### config.mk
export PLATFORM = sky130hd
export DESIGN_NAME = ps2_scan_decoder
export DESIGN_NICKNAME = d
export VERILOG_FILES = /design/src/rtl/ps2_pkg.sv /design/src/rtl/ps2_frame_rx.sv /design/src/rtl/ps2_scan_decoder.sv
export SDC_FILE = /design/constraint.sdc
export NUM_CORES = 1
export LEC_CHECK = 0
export BUFFER_PORTS_ARGS = -buffer_cell sky130_fd_sc_hd__buf_2
export CORE_ASPECT_RATIO = 0.9
export CORE_UTILIZATION = 55
export CTS_CLUSTER_DIAMETER = 200
export DETAILED_ROUTE_END_ITERATION = 8
export GPL_TIMING_DRIVEN = 0
export HOLD_SLACK_MARGIN = 0.08
export PLACE_DENSITY = 0.79
export SETUP_SLACK_MARGIN = 0.5
export SLEW_MARGIN = 20
export SYNTH_ARGS = -nofsm -noshare
export SYNTH_HDL_FRONTEND = slang
export SYNTH_SLANG_ARGS = --single-unit
### constraint.sdc
create_clock -name clk -period 2.78 [get_ports clk]
set_input_delay 0.139 -clock clk [delete_from_list [all_inputs] [get_ports clk]]
set_output_delay 0.139 -clock clk [all_outputs]
set_load 0.05 [all_outputs]
### src/rtl/ps2_pkg.sv
// Shared constants, event layout and prefix-state encoding for the PS/2 scan-code decoder.
package ps2_pkg;

    localparam logic [7:0] PS2_EXT_PREFIX = 8'hE0;
    localparam logic [7:0] PS2_BRK_PREFIX = 8'hF0;
    localparam int         PS2_FRAME_LAST = 10;

    typedef struct packed {
        logic       ext;
        logic       brk;
        logic [7:0] code;
    } ps2_event_t;

    typedef enum logic [1:0] {
        PFX_IDLE = 2'd0,
        PFX_E0   = 2'd1,
        PFX_F0   = 2'd2,
        PFX_E0F0 = 2'd3
    } ps2_prefix_t;

    // True when data bits plus parity bit hold an odd number of ones.
    function automatic logic ps2_odd_parity_ok(input logic [8:0] bits);
        return ^bits;
    endfunction

endpackage

### src/rtl/ps2_frame_rx.sv
// PS/2 frame deserialiser: synchroniser, bit counter, inter-bit watchdog and frame check.
// Parity is only enforced when PS2_PARITY_CHECK_EN is defined.
module ps2_frame_rx
    import ps2_pkg::*;
#(
    parameter int TIMEOUT_CYC = 100000
) (
    input  logic       clk,
    input  logic       clr,
    input  logic       ps2_clk,
    input  logic       ps2_data,
    output logic       byte_valid,
    output logic [7:0] rx_byte,
    output logic       byte_err
);

    localparam int WD_W = $clog2(TIMEOUT_CYC + 1);

`ifdef PS2_PARITY_CHECK_EN
    localparam logic PARITY_CHECK = 1'b1;
`else
    localparam logic PARITY_CHECK = 1'b0;
`endif

    logic [2:0]      sync_q, sync_d;
    logic [3:0]      count_q, count_d;
    logic [9:0]      shift_q, shift_d;
    logic [WD_W-1:0] wd_q, wd_d;
    logic            sample;
    logic            frame_ok;

    assign sample  = sync_q[2] & ~sync_q[1];
    assign rx_byte = shift_q[8:1];

    // Each stored bit only loads on the sample that matches its position.
    generate
        for (genvar gi = 0; gi < PS2_FRAME_LAST; gi++) begin : g_shift
            assign shift_d[gi] = (sample && count_q == 4'(gi)) ? ps2_data : shift_q[gi];
        end
    endgenerate

    always_comb begin
        sync_d     = {sync_q[1:0], ps2_clk};
        count_d    = count_q;
        wd_d       = wd_q;
        byte_valid = 1'b0;
        byte_err   = 1'b0;
        frame_ok   = ~shift_q[0] & ps2_data
                     & (~PARITY_CHECK | ps2_odd_parity_ok(shift_q[9:1]));
        if (sample) begin
            wd_d = '0;
            if (count_q == 4'(PS2_FRAME_LAST)) begin
                count_d    = '0;
                byte_valid = frame_ok;
                byte_err   = ~frame_ok;
            end else begin
                count_d = count_q + 4'd1;
            end
        end else if (count_q != '0) begin
            if (wd_q == WD_W'(TIMEOUT_CYC - 1)) begin
                count_d  = '0;
                wd_d     = '0;
                byte_err = 1'b1;
            end else begin
                wd_d = wd_q + WD_W'(1);
            end
        end
    end

    // Synchroniser resets high so an idle line cannot fake a falling edge.
    always_ff @(posedge clk) begin
        if (clr) begin
            sync_q  <= 3'b111;
            count_q <= '0;
            shift_q <= '0;
            wd_q    <= '0;
        end else begin
            sync_q  <= sync_d;
            count_q <= count_d;
            shift_q <= shift_d;
            wd_q    <= wd_d;
        end
    end

endmodule

### src/rtl/ps2_scan_decoder.sv
// PS/2 keyboard receiver: folds E0/F0 prefixes into key events and queues them in a FIFO.
// Optional parity checking is enabled by defining PS2_PARITY_CHECK_EN.
module ps2_scan_decoder
    import ps2_pkg::*;
#(
    parameter int FIFO_AW     = 3,
    parameter int TIMEOUT_CYC = 100000
) (
    input  logic             clk,
    input  logic             clr,
    input  logic             ps2_clk,
    input  logic             ps2_data,
    input  logic             rdn,
    output logic [7:0]       data,
    output logic             ext,
    output logic             brk,
    output logic             ready,
    output logic             overflow,
    output logic             frame_err,
    output logic [FIFO_AW:0] level
);

    localparam int               DEPTH   = 1 << FIFO_AW;
    localparam logic [FIFO_AW:0] CNT_ONE = (FIFO_AW + 1)'(1);

    logic        byte_valid, byte_err;
    logic [7:0]  rx_byte;

    ps2_prefix_t state_q, state_d;
    ps2_event_t  push_evt, head;
    logic        push, frame_err_d, frame_err_q;

    ps2_event_t       fifo_mem [DEPTH];
    logic [FIFO_AW-1:0] wptr_q, wptr_d, rptr_q, rptr_d;
    logic [FIFO_AW:0]   cnt_q, cnt_d, level_q;
    logic               ready_q, overflow_q, overflow_d;
    logic               pop, full, wr_en;

    ps2_frame_rx #(.TIMEOUT_CYC(TIMEOUT_CYC)) u_rx (
        .clk        (clk),
        .clr        (clr),
        .ps2_clk    (ps2_clk),
        .ps2_data   (ps2_data),
        .byte_valid (byte_valid),
        .rx_byte    (rx_byte),
        .byte_err   (byte_err)
    );

    always_comb begin
        state_d       = state_q;
        push          = 1'b0;
        frame_err_d   = 1'b0;
        push_evt.code = rx_byte;
        push_evt.ext  = (state_q == PFX_E0) || (state_q == PFX_E0F0);
        push_evt.brk  = (state_q == PFX_F0) || (state_q == PFX_E0F0);
        if (byte_err) begin
            state_d     = PFX_IDLE;
            frame_err_d = 1'b1;
        end else if (byte_valid) begin
            if (rx_byte == PS2_EXT_PREFIX && (state_q == PFX_IDLE || state_q == PFX_E0)) begin
                state_d = PFX_E0;
            end else if (rx_byte == PS2_BRK_PREFIX) begin
                // A second F0 after a break prefix is an impossible sequence.
                case (state_q)
                    PFX_IDLE: state_d = PFX_F0;
                    PFX_E0:   state_d = PFX_E0F0;
                    default: begin
                        state_d     = PFX_IDLE;
                        frame_err_d = 1'b1;
                    end
                endcase
            end else begin
                push    = 1'b1;
                state_d = PFX_IDLE;
            end
        end
    end

    always_comb begin
        full       = (cnt_q == (FIFO_AW + 1)'(DEPTH));
        pop        = ~rdn & ready_q & (cnt_q != '0);
        wr_en      = push & (~full | pop);
        wptr_d     = wr_en ? wptr_q + 1'b1 : wptr_q;
        rptr_d     = pop ? rptr_q + 1'b1 : rptr_q;
        cnt_d      = cnt_q;
        overflow_d = overflow_q;
        case ({wr_en, pop})
            2'b10:   cnt_d = cnt_q + CNT_ONE;
            2'b01:   cnt_d = cnt_q - CNT_ONE;
            default: cnt_d = cnt_q;
        endcase
        if (pop) begin
            overflow_d = 1'b0;
        end else if (push && full) begin
            overflow_d = 1'b1;
        end
    end

    // ready and level are deliberately one cycle behind the occupancy counter.
    always_ff @(posedge clk) begin
        if (clr) begin
            state_q     <= PFX_IDLE;
            frame_err_q <= 1'b0;
            wptr_q      <= '0;
            rptr_q      <= '0;
            cnt_q       <= '0;
            level_q     <= '0;
            ready_q     <= 1'b0;
            overflow_q  <= 1'b0;
        end else begin
            state_q     <= state_d;
            frame_err_q <= frame_err_d;
            wptr_q      <= wptr_d;
            rptr_q      <= rptr_d;
            cnt_q       <= cnt_d;
            level_q     <= cnt_q;
            ready_q     <= (cnt_q != '0);
            overflow_q  <= overflow_d;
        end
    end

    always_ff @(posedge clk) begin
        if (wr_en && !clr) begin
            fifo_mem[wptr_q] <= push_evt;
        end
    end

    assign head      = fifo_mem[rptr_q];
    assign data      = head.code;
    assign ext       = head.ext;
    assign brk       = head.brk;
    assign ready     = ready_q;
    assign overflow  = overflow_q;
    assign frame_err = frame_err_q;
    assign level     = level_q;

endmodule

Word-level counts from Yosys, hierarchy flattened
Memory sizes are Yosys's and may differ from the RTL's. A register that Yosys moved wholly into a read port is not among the register bits. Cells that the tools add are included.

Bits in registers: 52. Bits in latches: 0. Memory bits (writable): 80. ROM bits: 0. Input bits: 5. Output and inout port bits: 17. Word-level logic and storage cells: 112. Memories kept: 1.

Memories: fifo_mem (depth 8, width 10, read ports 1, clocked after memory_dff 1, wr ports 1, RTL line ps2_scan_decoder.sv:33) `ps2_event_t fifo_mem [DEPTH];`.

$add $sub $neg: 6. Multiply operators: 0. Div/mod/pow operators: 0. $lt $le $gt $ge: 0. Eq/ne operators: 18. Shifts and indexed selects: 0. Muxes and demuxes: 28. Bitwise logic cells: 11. Reductions and logical operators: 28.

Operators by type and width (count): adder 17 x 1 -> 17 bit, second input constant (1); == test 17 bit, second input constant (1); two-way mux 1 bit (17); two-way mux 17 bit (1); == test 4 x 3 -> 1 bit, second input constant (4); == test 8 bit, second input constant (2); two-way mux 4 bit (4); == test 4 bit, second input constant (3); logical AND 1 bit (12); adder 4 x 1 -> 4 bit, second input constant (2); == test 4 x 2 -> 1 bit, second input constant (2); case mux 4 bit (2 select lines) (1); nonzero test 4 bit (2); OR reduction 2 bit (4); adder 3 x 1 -> 3 bit, second input constant (2); == test 2 bit, second input constant (3); two-way mux 3 bit (2); nonzero test 2 bit (3); AND 1 bit (5); NOT 1 bit (5); == test 2 x 1 -> 1 bit, second input constant (2); == test 4 x 1 -> 1 bit, second input constant (1); logical NOT 4 bit (1); two-way mux 2 bit (2); 7 further kinds (9).

Logic depth before layout (Yosys ltp)
Gate-level depths: netlist of the first run.

Depth in word-level cells: 10. Gate-level depth with buffers: 10. Gate-level depth less buffers: 9.

Hierarchy
From an unflattened synthesis of the first run, not the netlist that was laid out.

Cell total of the unflattened synthesis: 427. Area, all modules: 5771.8 um^2.

By module, submodules not included: ps2_scan_decoder (instances 1, cells each 232, area each 4077.7 um^2); ps2_frame_rx (instances 1, cells each 195, area each 1694.1 um^2).

Worst setup path after synthesis of the first run
Ideal clock, no wire load.

Path type: reg2reg. Start: register ready_q, in the netlist ready. End: memory fifo_mem[4][0] in the netlist's numbering, enable pin. Library setup time: 408 ps. Arrival: 2529 ps. Setup slack: -157 ps. Stages on the path, launching flop included: 6. Path buffers: 0. Period minus slack after synthesis: 2937 ps. Cell sequence: dfxtp_1 nand2b_1 and2_1 nor4_4 nand2b_1 nor4b_1.

Longest elaborated chain between the ends: 7.

Ends and longest elaborated chain: start: declaration (RTL line ps2_scan_decoder.sv:36) `logic ready_q, overflow_q, overflow_d;`; start signal: assignment (RTL line ps2_scan_decoder.sv:117) `ready_q <= (cnt_q != '0);`; AND 1 bit (2 in series) (RTL line ps2_scan_decoder.sv:81) `pop = ~rdn & ready_q & (cnt_q != '0);`; OR 1 bit (RTL line ps2_scan_decoder.sv:82) `wr_en = push & (~full | pop);`; AND 1 bit (RTL line ps2_scan_decoder.sv:82); logical AND 1 bit (RTL line ps2_scan_decoder.sv:123) `if (wr_en && !clr) begin`; two-way mux 1 bit (RTL line ps2_scan_decoder.sv:123); two-way mux 1 bit (implied by the code) (RTL line ps2_scan_decoder.sv:124) `fifo_mem[wptr_q] <= push_evt;`; end: declaration (RTL line ps2_scan_decoder.sv:33).

Every way passes these cells.

Worst setup path in the final report of the first run
Start: register u_rx.shift_q[3]. End: register cnt_q[3].

Longest elaborated chain between the ends: 8.

Ends and longest elaborated chain: start: declaration (RTL line ps2_frame_rx.sv:27) `logic [9:0] shift_q, shift_d;`; start signal: assignment (RTL line ps2_frame_rx.sv:80) `shift_q <= shift_d;`; == test 8 bit (on tied branches) (RTL line ps2_scan_decoder.sv:62, ps2_scan_decoder.sv:60); two-way mux 1 bit or logical AND 1 bit (tied branches) (RTL line ps2_scan_decoder.sv:62, ps2_scan_decoder.sv:60); two-way mux 1 bit (*) (RTL line ps2_scan_decoder.sv:60) `if (rx_byte == PS2_EXT_PREFIX && (state_q == PFX_IDLE || state_q == PFX_E0)) begin`; two-way mux 1 bit (*) (RTL line ps2_scan_decoder.sv:59) `end else if (byte_valid) begin`; two-way mux 1 bit (*) (RTL line ps2_scan_decoder.sv:56) `if (byte_err) begin`; AND 1 bit (*) (RTL line ps2_scan_decoder.sv:82); == test 2 x 1 -> 1 bit or == test 2 bit (tied branches) (RTL line ps2_scan_decoder.sv:87) `case ({wr_en, pop})`; case mux 4 bit (2 select lines) or nonzero test 2 bit (tied branches); end signal: assignment (RTL line ps2_scan_decoder.sv:115) `cnt_q <= cnt_d;`; end: declaration (RTL line ps2_scan_decoder.sv:35) `logic [FIFO_AW:0] cnt_q, cnt_d, level_q;`.

Mark *: on every way between the ends. The rest lies on a longest branch, timed or not. A chain may end at the register's enable or synchronous reset.

==> run_results.csv, run 1 <==
group,metric,value,unit
sta,relSlewSlack,42.0,%
clock_tree,cts_buffers,17,
finish,diodes,0,
sta,fin_crit,2350,ps
critical_path,path_buf_inv,0,
floorplanning,pin_count,22,
placed_design,dp_hpwl,6.61,mm
critical_path,path_max_fanout,3,
synthesis,synth.largest_area_cell,"edfxtp_1",
synthesis,syn_inst,404,
floorplanning,start_util,57.2,%
critical_path,timing.rr.start,"u_rx.shift_q[3]",
finish,mostFrequentLayoutCells,"80 x edfxtp_1, 44 x dfxtp_1, 41 x nor2_1",
critical_path,start_kind,"register",
clock_tree,tritoncts,"built",
finish,n_fill_cell,609,
sta,setup_viol,0,
floorplanning,num_rows,34,
clock_tree,cts-root-buf,"clkbuf_8",
routing,ant_nets,0,
floorplanning,dieArea,10500,um^2
global_routing,grt_antenna_before_repair,0,
synthesis,avgSynthCellArea,13.8,um^2
sta,clock_skew,8.29,ps
global_routing,grt_pass1_vias,3449,
finish,area_growth,26.3,%
clock_tree,cts_sinks,135,
sta,period_share,84.4,%
synthesis,synth_top_area_share,43.1,%
placed_design,placed_cell_area,5930,um^2
clock_tree,htree_levels,4,
power,leakagePower,2.49,nW
floorplanning,core,9740,um^2
synthesis,yosysSeqAreaShare,62.8,%
critical_path,cpLargestDelayFamily,"compound AO/OA/AOI/OAI gates",
finish,drive_above_1_share,33.9,%
critical_path,cp.required,3180,ps
critical_path,cp-startpoint,"u_rx.shift_q[3]",
synthesis,synth_seq_cells,135,
routing,drtIter0Drc,162,
placed_design,gp_congestion,0.806,
power,vdd_drop_max,0.507,mV
clock_tree,clk_pin_slew,60,ps
job,maxCapViolCount,0,
routing,drc_errors,0,
synthesis,async_flop_share,0,%
routing,viasPerCell,5.70,
critical_path,worstSetupPathDepth,9,
critical_path,slowest_stage,"or3_4",
sta,tightest_slew,870,ps
power,power.density,633,nW/um^2
synthesis,synth.net_count,415,
critical_path,path_cells,"or3_4 > nor3_4 > o31a_1 > ha_1 > a21o_1 > a21oi_2 > nor2_1 > a22oi_1 > mux2_1",
finish,final_area,7040,um^2
hold_path,min_path_type,"in2reg",
sta,fmax,426,MHz
sta,hold_viol,0,
synthesis,yosysWarnings,0,
sta,finalSetupTns,0,ps
finish,final_cells,613,
finish,final_nets,485,
sta,fin_ws,434,ps
synthesis,ys.flop_type,"edfxtp_1",
global_routing,grt_pass1_wl,17.7,mm
critical_path,critical_path_class,"reg2reg",
synthesis,synth_cell_types,56,
critical_path,critPathMaxStageDelay,410,ps
sta,grt_setup_unrepaired,"yes",
synthesis,syn_area,5580,um^2
critical_path,cp-endpoint,"cnt_q[3]",
routing,firstDrtPassIters,7,
placed_design,port_buffers,19,
sta,slew_viol_final,0,
placed_design,pre_cts_ws,-283,ps
clock_tree,clock_path_buffers,2,
global_routing,grt_max_degree,17,
synthesis,synth_edf_count,80,
critical_path,endpoint_kind,"register",
routing,wire_per_inst,18.6,um
global_routing,track_usage,22.7,%
synthesis,synth_area_leaders,"edfxtp_1 43%, dfxtp_1 20%, mux4_2 8.1%",
routing,routed_wl,11.4,mm
critical_path,r2r-end,"cnt_q[3]",
clock_tree,clk_latency,520,ps
critical_path,crit_arrival,2750,ps
placed_design,place_inst,549,
status,status,"finished clean",
routing,vias,3496,
finish,layout_commonest_cell,"edfxtp_1",
global_routing,overflow,0,
floorplanning,die_h,97.5,um
critical_path,r2r_cells,9,
critical_path,ff2ff_setup_slack,430,ps
floorplanning,die_w,108,um
==> logic make-up (layout without fill, tap and decap cells) <==
| kind of cell | Yosys count | in the layout | synth area share, % |
|---|---|---|---|
| DFF | 135 | 135 | 62.8 |
| buffers and inverters | 30 | 113 | 2.60 |
| and+or+nand+nor | 142 | 142 | 14.3 |
| AOI/OAI and AO/OA | 30 | 30 | 3.46 |
| muxes | 43 | 43 | 12.5 |
| adders and majority gates | 6 | 6 | 1.48 |
| xor gates and xnor gates | 18 | 18 | 2.83 |
==> worst min-delay path by stage <==
stage,startpoint,endpoint,cells past startpoint
floorplan,ps2_clk,u_rx.sync_q[0],1
global placement,ps2_clk,u_rx.sync_q[0],2
detailed placement,ps2_clk,u_rx.sync_q[0],2
CTS,clr,state_q[1],3
global route,clr,state_q[0],3
finish,clr,state_q[1],3
==> layout make-up <==
cell class | count | area [um^2] | area share [%]
Timing Repair Buffer | 51 | 447 | 6.35
Clock buffer | 18 | 418 | 5.94
Clock inverter | 14 | 186 | 2.65
Tap cell | 126 | 158 | 2.24
Buffer | 22 | 150 | 2.13
Multi-Input combinational cell | 239 | 2120 | 30.1
Sequential cell | 135 | 3530 | 50.2
Inverter | 8 | 30.0 | 0.427
==> cell usage after synthesis (all sizes together) (2+ instances only) <==
cell and instances:
nor2b 7, nand2b 5, xnor2 12, clkbuf 12
a21oi 12, a21o 2, nor2 46, nor4b 5
buf 10, and2b 2, nand3 14, a31oi 2
nand4 3, or3 3, mux2i 9, edfxtp 80
mux4 20, nor3 15, nor4 8, or2 3
nand4b 2, inv 8, a22oi 2, or4b 2
ha 5, nand2 18, o32ai 2, o21ai 5
and4 2, mux2 14, xor2 6, dfxtp 55
==> report_power, final <==
group | total, W | internal (W) | switching [W]
combinational | 0.0000668 | 0.0000252 | 0.0000415
sequential | 0.00209 | 0.00209 | 0.00000309
clock | 0.00229 | 0.00139 | 0.000900
==> stage by stage <==
step | hold WS (ps) | power (W) | util (%)
after floorplan | 243 | 0.00219 | -
after global placement | 326 | 0.00220 | 60.4
after detailed placement | 324 | 0.00220 | 60.9
after CTS | 95.8 | 0.00448 | 70.2
after global routing | 142 | 0.00457 | 72.3
final | 118 | 0.00446 | 72.3
==> worst reg2reg max path: cells and delay by family (launching register included) <==
kind	cells	cell delay [ps]
simple gates	3	630
mux	1	330
compound gates	4	700
fa+ha+maj	1	240
flops	1	340
==> sequential cells by signal, indices dropped and copies added, names as in the netlist, named ones only <==
name,cells
fifo_mem,80
u_rx.wd_q,17
u_rx.shift_q,9
cnt_q,4
level,4
u_rx.count_q,4
rptr_q,3
u_rx.sync_q,3
wptr_q,3
state_q,2
frame_err,1
overflow,1
ready,1
==> layer usage <==
layer	up-vias	GRT usage [%]	share of wire [%]
li1	1651	-	-
met1	1746	29.4	43
met2	82	36.6	51
met3	17	5.37	4.1
met4	0	9.48	2.2
met5	-	0	0
==> repair_timing <==
item                                    in CTS  in global routing
hold endpoints to repair                    14                  0
gates resized for setup                     31                 21
hold buffers                                 3                  0
endpoints found under the setup margin      93                 86
buffers inserted                            17                 10
cloned                                       0                  2
pin swaps                                   14                 17
(Power assumes the default switching activity.)
==> run 2, diff against run 1 <==
--- a/config.mk
+++ b/config.mk
@@ -5,6 +5,7 @@
 export SDC_FILE = /design/constraint.sdc
 export NUM_CORES = 1
 export LEC_CHECK = 0
+export ABC_AREA = 1
 export BUFFER_PORTS_ARGS = -buffer_cell sky130_fd_sc_hd__buf_2
 export CORE_ASPECT_RATIO = 0.9
 export CORE_UTILIZATION = 55
@@ -12,7 +13,7 @@
 export DETAILED_ROUTE_END_ITERATION = 8
 export GPL_TIMING_DRIVEN = 0
 export HOLD_SLACK_MARGIN = 0.08
-export PLACE_DENSITY = 0.79
+export PLACE_DENSITY = 0.76
 export SETUP_SLACK_MARGIN = 0.5
 export SLEW_MARGIN = 20
 export SYNTH_ARGS = -nofsm -noshare
==> constraint.sdc (replaced) <==
create_clock -name clk -period 2.35 [get_ports clk]
set_input_delay 0.1175 -clock clk [delete_from_list [all_inputs] [get_ports clk]]
set_output_delay 0.1175 -clock clk [all_outputs]
set_load 0.05 [all_outputs]
==> run_results.csv, run 2 <==
group,metric,value,unit
status,status,"finished clean",
clock_tree,cts_sinks,135,
synthesis,yosysMostFrequentCell,"nor2_1",
routing,drc_errors,0,
critical_path,path_cells,"buf_6 > clkbuf_16 > nor2_1 > nor2_1 > o21ai_1 > a31oi_4 > buf_6",
clock_tree,htree_levels,4,
routing,routed_wl,16.7,mm
clock_tree,clock_path_buffers,2,
synthesis,synth_common_cells,"123 x nor2_1, 80 x edfxtp_1, 65 x nand2_1",
critical_path,start_kind,"register",
finish,largest_register_ffs,80,
power,p_switching,0.00116,W
synthesis,yosysWarnings,0,
finish,top_register,"fifo_mem",
critical_path,worstSetupPathDepth,7,
synthesis,avgSynthCellArea,9.52,um^2
finish,mostFrequentLayoutCells,"97 x nor2_1, 80 x edfxtp_1, 57 x nand2_1",
critical_path,path_max_fanout,7,
floorplanning,num_rows,35,
power,pwr-share-clk,50.0,%
sta,setup_viol,0,
clock_tree,cts-root-buf,"clkbuf_16",
sta,period_share,86.3,%
sta,hold_viol,0,
global_routing,grt_antenna_before_repair,0,
synthesis,synth_area_leaders,"edfxtp_1 42%, dfxtp_1 19%, nor2_1 8.0%",
sta,relSlewSlack,61.2,%
finish,final_nets,706,
placed_design,place_inst,754,
routing,ant_nets,0,
floorplanning,core,10200,um^2
critical_path,critical_path_class,"reg2out",
synthesis,async_flop_share,0,%
critical_path,cp.required,2230,ps
synthesis,syn_inst,605,
floorplanning,start_util,56.5,%
global_routing,overflow,0,
sta,tightest_slew,582,ps
routing,vias,4990,
critical_path,r2r_cells,14,
finish,final_cells,837,
finish,utilization,76.8,%
global_routing,grt_max_degree,17,
power,power.density,653,nW/um^2
floorplanning,die_w,110,um
floorplanning,die_h,99.1,um
routing,drtIter0Drc,507,
floorplanning,pin_count,22,
power,p_int,0.00395,W
synthesis,syn_area,5760,um^2
synthesis,synth_edf_count,80,
finish,drive_above_1_share,33.3,%
power,vdd_drop_max,0.643,mV
critical_path,crit_arrival,1910,ps
critical_path,endpoint_kind,"primary output",
finish,diodes,0,
synthesis,synth.largest_area_cell,"edfxtp_1",
power,combPwrFrac,1.6,%
routing,wire_per_inst,20.0,um
sta,clock_skew,15.0,ps
sta,finalSetupTns,0,ps
synthesis,ys.flop_type,"edfxtp_1",
critical_path,cpLargestDelayFamily,"flip-flops",
finish,area_growth,36.1,%
synthesis,synth_top_area_share,41.7,%
job,maxCapViolCount,0,
global_routing,track_usage,30.8,%
routing,firstDrtPassIters,5,
clock_tree,cts_buffers,17,
placed_design,dp_hpwl,8.45,mm
critical_path,path_buf_inv,3,
floorplanning,dieArea,10900,um^2
power,leakagePower,2.87,nW
finish,largestRegisters,"fifo_mem x80, u_rx.wd_q x17, u_rx.shift_q x9",
clock_tree,clk_latency,420,ps
global_routing,grt_pass1_vias,4844,
global_routing,grt_pass1_wl,24.5,mm
synthesis,yosysSeqAreaShare,60.8,%
sta,fin_hold_ws,105,ps
power,swShare,22.7,%
placed_design,port_buffers,20,
clock_tree,tritoncts,"built",
sta,fmax,493,MHz
sta,fin_crit,2030,ps
critical_path,slowest_stage,"dfxtp_4",
synthesis,synth_seq_cells,135,
hold_path,min_path_type,"in2reg",
power,seqPwrFrac,48.4,%
hold_path,hold_depth,4,
routing,viasPerCell,5.96,
finish,layout_commonest_cell,"nor2_1",
synthesis,synth_cell_types,39,
clock_tree,clk_pin_slew,60,ps
sta,slew_viol_final,0,
critical_path,critPathMaxStageDelay,460,ps
power,power,0.00511,W
synthesis,synth.net_count,616,
sta,grt_setup_unrepaired,"yes",
placed_design,gp_congestion,0.891,
-- run 2: changes by cell type in the layout (fill, tap and decap cells not counted), sizes merged, moves of 9 or more --
cell   before  now
inv        16   53
o21ai       5   55
xnor2      12    0
o22ai       0   10
nand2      18   72
mux2       14    0
a21oi      12   27
mux2i       9    0
nand3      14   32
nand4       3   15
buf        55   77
mux4       20    0
a31oi       2   13
nor2       46  129
-- run 2: worst paths after layout --
kind                    from              to  slack, ps
max                 register         data[6]        320
min                      rdn        register        100
max reg2reg  u_rx.shift_q[1]        cnt_q[3]        370
min reg2reg   u_rx.sync_q[0]  u_rx.sync_q[1]        420
-- run 2: power by group through the flow --
stage	logic, W	clock network (W)	registers [W]
finish	0.0000798	0.00256	0.00248
global route	0.0000877	0.00265	0.00248
CTS	0.0000746	0.00251	0.00248
detailed placement	0.0000675	0	0.00254
global placement	0.0000665	0	0.00254
floorplan	0.0000474	0	0.00254
-- run 2: timing repair --
item | in CTS | in global routing
pin swaps | 31 | 49
setup endpoints to repair | 93 | 94
hold buffers | 3 | 0
setup buffers | 33 | 9
gates cloned | 4 | 2
endpoints found under the hold margin | 11 | 0
resized for setup | 120 | 78
-- run 2: metal layers --
layer  up-vias  track usage, %  part of all wire (%)
met2       274            49.3                    48
met4         0            17.6                   4.4
li1       2254               -                     -
met1      2392            37.4                    39
met5         -               0                     0
met3        70            8.32                   7.7
-- run 2: cell type report --
cell class                      count  area, um^2
Timing Repair Buffer               71         776
Clock buffer                       17         425
Sequential cell                   135        3550
Multi-Input combinational cell    394        2360
Clock inverter                     15         131
Fill cell                         598        2370
Buffer                             24         219
Inverter                           52         208
Tap cell                          129         161
-- run 2: logic make-up after synthesis --
family / synth area share [%]
buffers and inverters: 5.23
AO/OA/AOI/OAI: 10.2
adder cells (fa/ha/maj): 1.43
AND/OR/NAND/NOR: 21.4
flip-flops: 60.8
XOR/XNOR: 0.912
-- run 2: worst min-delay path, cell delays in order --
cell	delay [ps]
buf_2	80
nor2_1	40
nand2_2	140
a21oi_1	100
-- run 2: through the flow --
step / area [um^2] / setup slack [ps]
floorplan: 5900 / 472
global placement: 6160 / 188
detailed placement: 6160 / 157
CTS: 7520 / 397
global route: 7840 / 242
finish: 7840 / 321
==> run 3, diff against run 2 <==
--- a/config.mk
+++ b/config.mk
@@ -14,6 +14,7 @@
 export GPL_TIMING_DRIVEN = 0
 export HOLD_SLACK_MARGIN = 0.08
 export PLACE_DENSITY = 0.76
+export RECOVER_POWER = 100
 export SETUP_SLACK_MARGIN = 0.5
 export SLEW_MARGIN = 20
 export SYNTH_ARGS = -nofsm -noshare
==> run_results.csv, run 3 (same netlist as run 2, synthesis figures left out) <==
group,metric,value,unit
global_routing,grt_antenna_before_repair,0,
sta,period_share,91.0,%
critical_path,start_kind,"register",
finish,final_nets,706,
finish,largestRegisters,"fifo_mem x80, u_rx.wd_q x17, u_rx.shift_q x9",
sta,grt_setup_unrepaired,"yes",
clock_tree,clk_pin_slew,60,ps
finish,layout_commonest_cell,"nor2_1",
clock_tree,cts-root-buf,"clkbuf_16",
critical_path,cpMostUsedCell,"nor2_1",
finish,n_fill_cell,664,
sta,setup_viol,0,
placed_design,dp_hpwl,8.45,mm
routing,ant_nets,0,
critical_path,timing.rr.start,"cnt_q[0]",
global_routing,track_usage,30.8,%
hold_path,min_from,"rdn",
power,power.density,671,nW/um^2
routing,drc_errors,0,
critical_path,path_cells,"buf_6 > clkbuf_16 > nor2_1 > nor2_1 > o21ai_1 > a31oi_4 > clkbuf_2",
critical_path,crit_arrival,2020,ps
power,combPwrFrac,1.5,%
sta,slew_viol_final,0,
finish,register_area,3520,um^2
critical_path,endpoint_kind,"primary output",
sta,fmax,468,MHz
clock_tree,clock_path_buffers,2,
power,leakagePower,2.74,nW
routing,drtIter0Drc,457,
power,power,0.00512,W
routing,routed_wl,16.7,mm
power,p_int,0.00396,W
floorplanning,num_rows,35,
clock_tree,tritoncts,"built",
floorplanning,dieArea,10900,um^2
sta,relSlewSlack,60.3,%
power,pwr-share-clk,49.9,%
critical_path,critPathMaxStageDelay,460,ps
power,seqPwrFrac,48.5,%
sta,fin_crit,2140,ps
sta,tightest_slew,598,ps
global_routing,grt_pass1_vias,4844,
global_routing,grt_max_degree,17,
finish,diodes,0,
placed_design,gp_congestion,0.891,
clock_tree,cts_buffers,17,
global_routing,grt_pass1_wl,24.5,mm
global_routing,overflow,0,
floorplanning,start_util,56.5,%
routing,wire_per_inst,20.0,um
floorplanning,core,10200,um^2
power,p_switching,0.00116,W
finish,top_register,"fifo_mem",
sta,finalSetupTns,0,ps
routing,firstDrtPassIters,6,
power,vdd_drop_max,0.662,mV
status,status,"finished clean",
floorplanning,pin_count,22,
clock_tree,cts_sinks,135,
clock_tree,clk_latency,420,ps
routing,viasPerCell,5.91,
routing,vias,4949,
clock_tree,htree_levels,4,
floorplanning,die_h,99.1,um
sta,clock_skew,12.2,ps
job,maxCapViolCount,0,
placed_design,port_buffers,20,
floorplanning,die_w,110,um
critical_path,slowest_stage,"dfxtp_4",
finish,drive_above_1_share,27.7,%
finish,mostFrequentLayoutCells,"100 x nor2_1, 80 x edfxtp_1, 60 x nand2_1",
finish,largest_register_ffs,80,
critical_path,path_max_fanout,7,
sta,hold_viol,0,
finish,area_growth,32.5,%
power,swShare,22.7,%
hold_path,min_path_type,"in2reg",
finish,multiInputGateArea,2340,um^2
critical_path,cp.required,2230,ps
finish,utilization,74.8,%
critical_path,critical_path_class,"reg2out",
==> run 3: cell count changes in the layout (fill, tap and decap cells not counted), moves of 8 or more <==
| cell | delta |
|---|---|
| dfxtp_1 | +10 |
| buf_6 | -10 |
| clkbuf_2 | +10 |
| clkbuf_1 | +22 |
| buf_4 | -13 |
| buf_2 | -8 |
| dfxtp_4 | -9 |
==> run 3: what timing repair did <==
item,4_1_cts,5_1_grt
pin swaps,31,49
endpoints found under the setup margin,93,94
gates resized for setup,120,78
setup buffers,33,9
cloned,4,2
hold endpoints to repair,11,0
hold buffers,3,0
==> run 3: worst max-delay path: cells and delay by family, from the launching register on <==
family | cells | cell delay (ps)
buf+inv | 3 | 560
flops | 1 | 460
simple gates | 2 | 190
compound gates | 2 | 370
==> run 3: worst paths after layout <==
check	slack [ps]	to	cells past startpoint
setup / recovery	210	data[6]	7
hold / removal	180	rptr_q[0]	4
setup reg to reg	230	fifo_mem[4][6]	9
hold reg to reg	420	u_rx.sync_q[1]	1
==> run 3: layout make-up <==
class | instances | area share (%)
clock inverter | 15 | 1.72
sequential | 135 | 46.1
multi-input combinational | 394 | 30.7
clock buffer | 17 | 5.57
inverter | 52 | 2.72
buffer | 24 | 2.87
timing repair buffer | 71 | 8.26
tap | 129 | 2.11
==> run 3: through the flow <==
| stage | instance area, um^2 | hold WS (ps) | instances | setup WS, ps |
|---|---|---|---|---|
| final | 7630 | 184 | 837 | 211 |
| after global routing | 7630 | 217 | 837 | 141 |
| after CTS | 7520 | 83.3 | 826 | 397 |
| after detailed placement | 6160 | 320 | 754 | 157 |
| after global placement | 6160 | 305 | 754 | 188 |
| after floorplan | 5900 | 221 | 605 | 472 |
==> run 3: routing by layer <==
| layer | wire length (um) | up-vias | track usage, % |
|---|---|---|---|
| met4 | 723 | 0 | 17.6 |
| li1 | - | 2254 | - |
| met2 | 8090 | 276 | 49.3 |
| met5 | 0 | - | 0 |
| met3 | 1420 | 58 | 8.32 |
| met1 | 6490 | 2361 | 37.4 |
==> run 3: power by group through the flow <==
stage | clock, W | combinational (W) | sequential, W
2_1_floorplan | 0 | 0.0000474 | 0.00254
3_3_place_gp | 0 | 0.0000665 | 0.00254
3_5_place_dp | 0 | 0.0000675 | 0.00254
4_1_cts | 0.00251 | 0.0000746 | 0.00248
5_1_grt | 0.00265 | 0.0000861 | 0.00249
6_report | 0.00256 | 0.0000781 | 0.00249
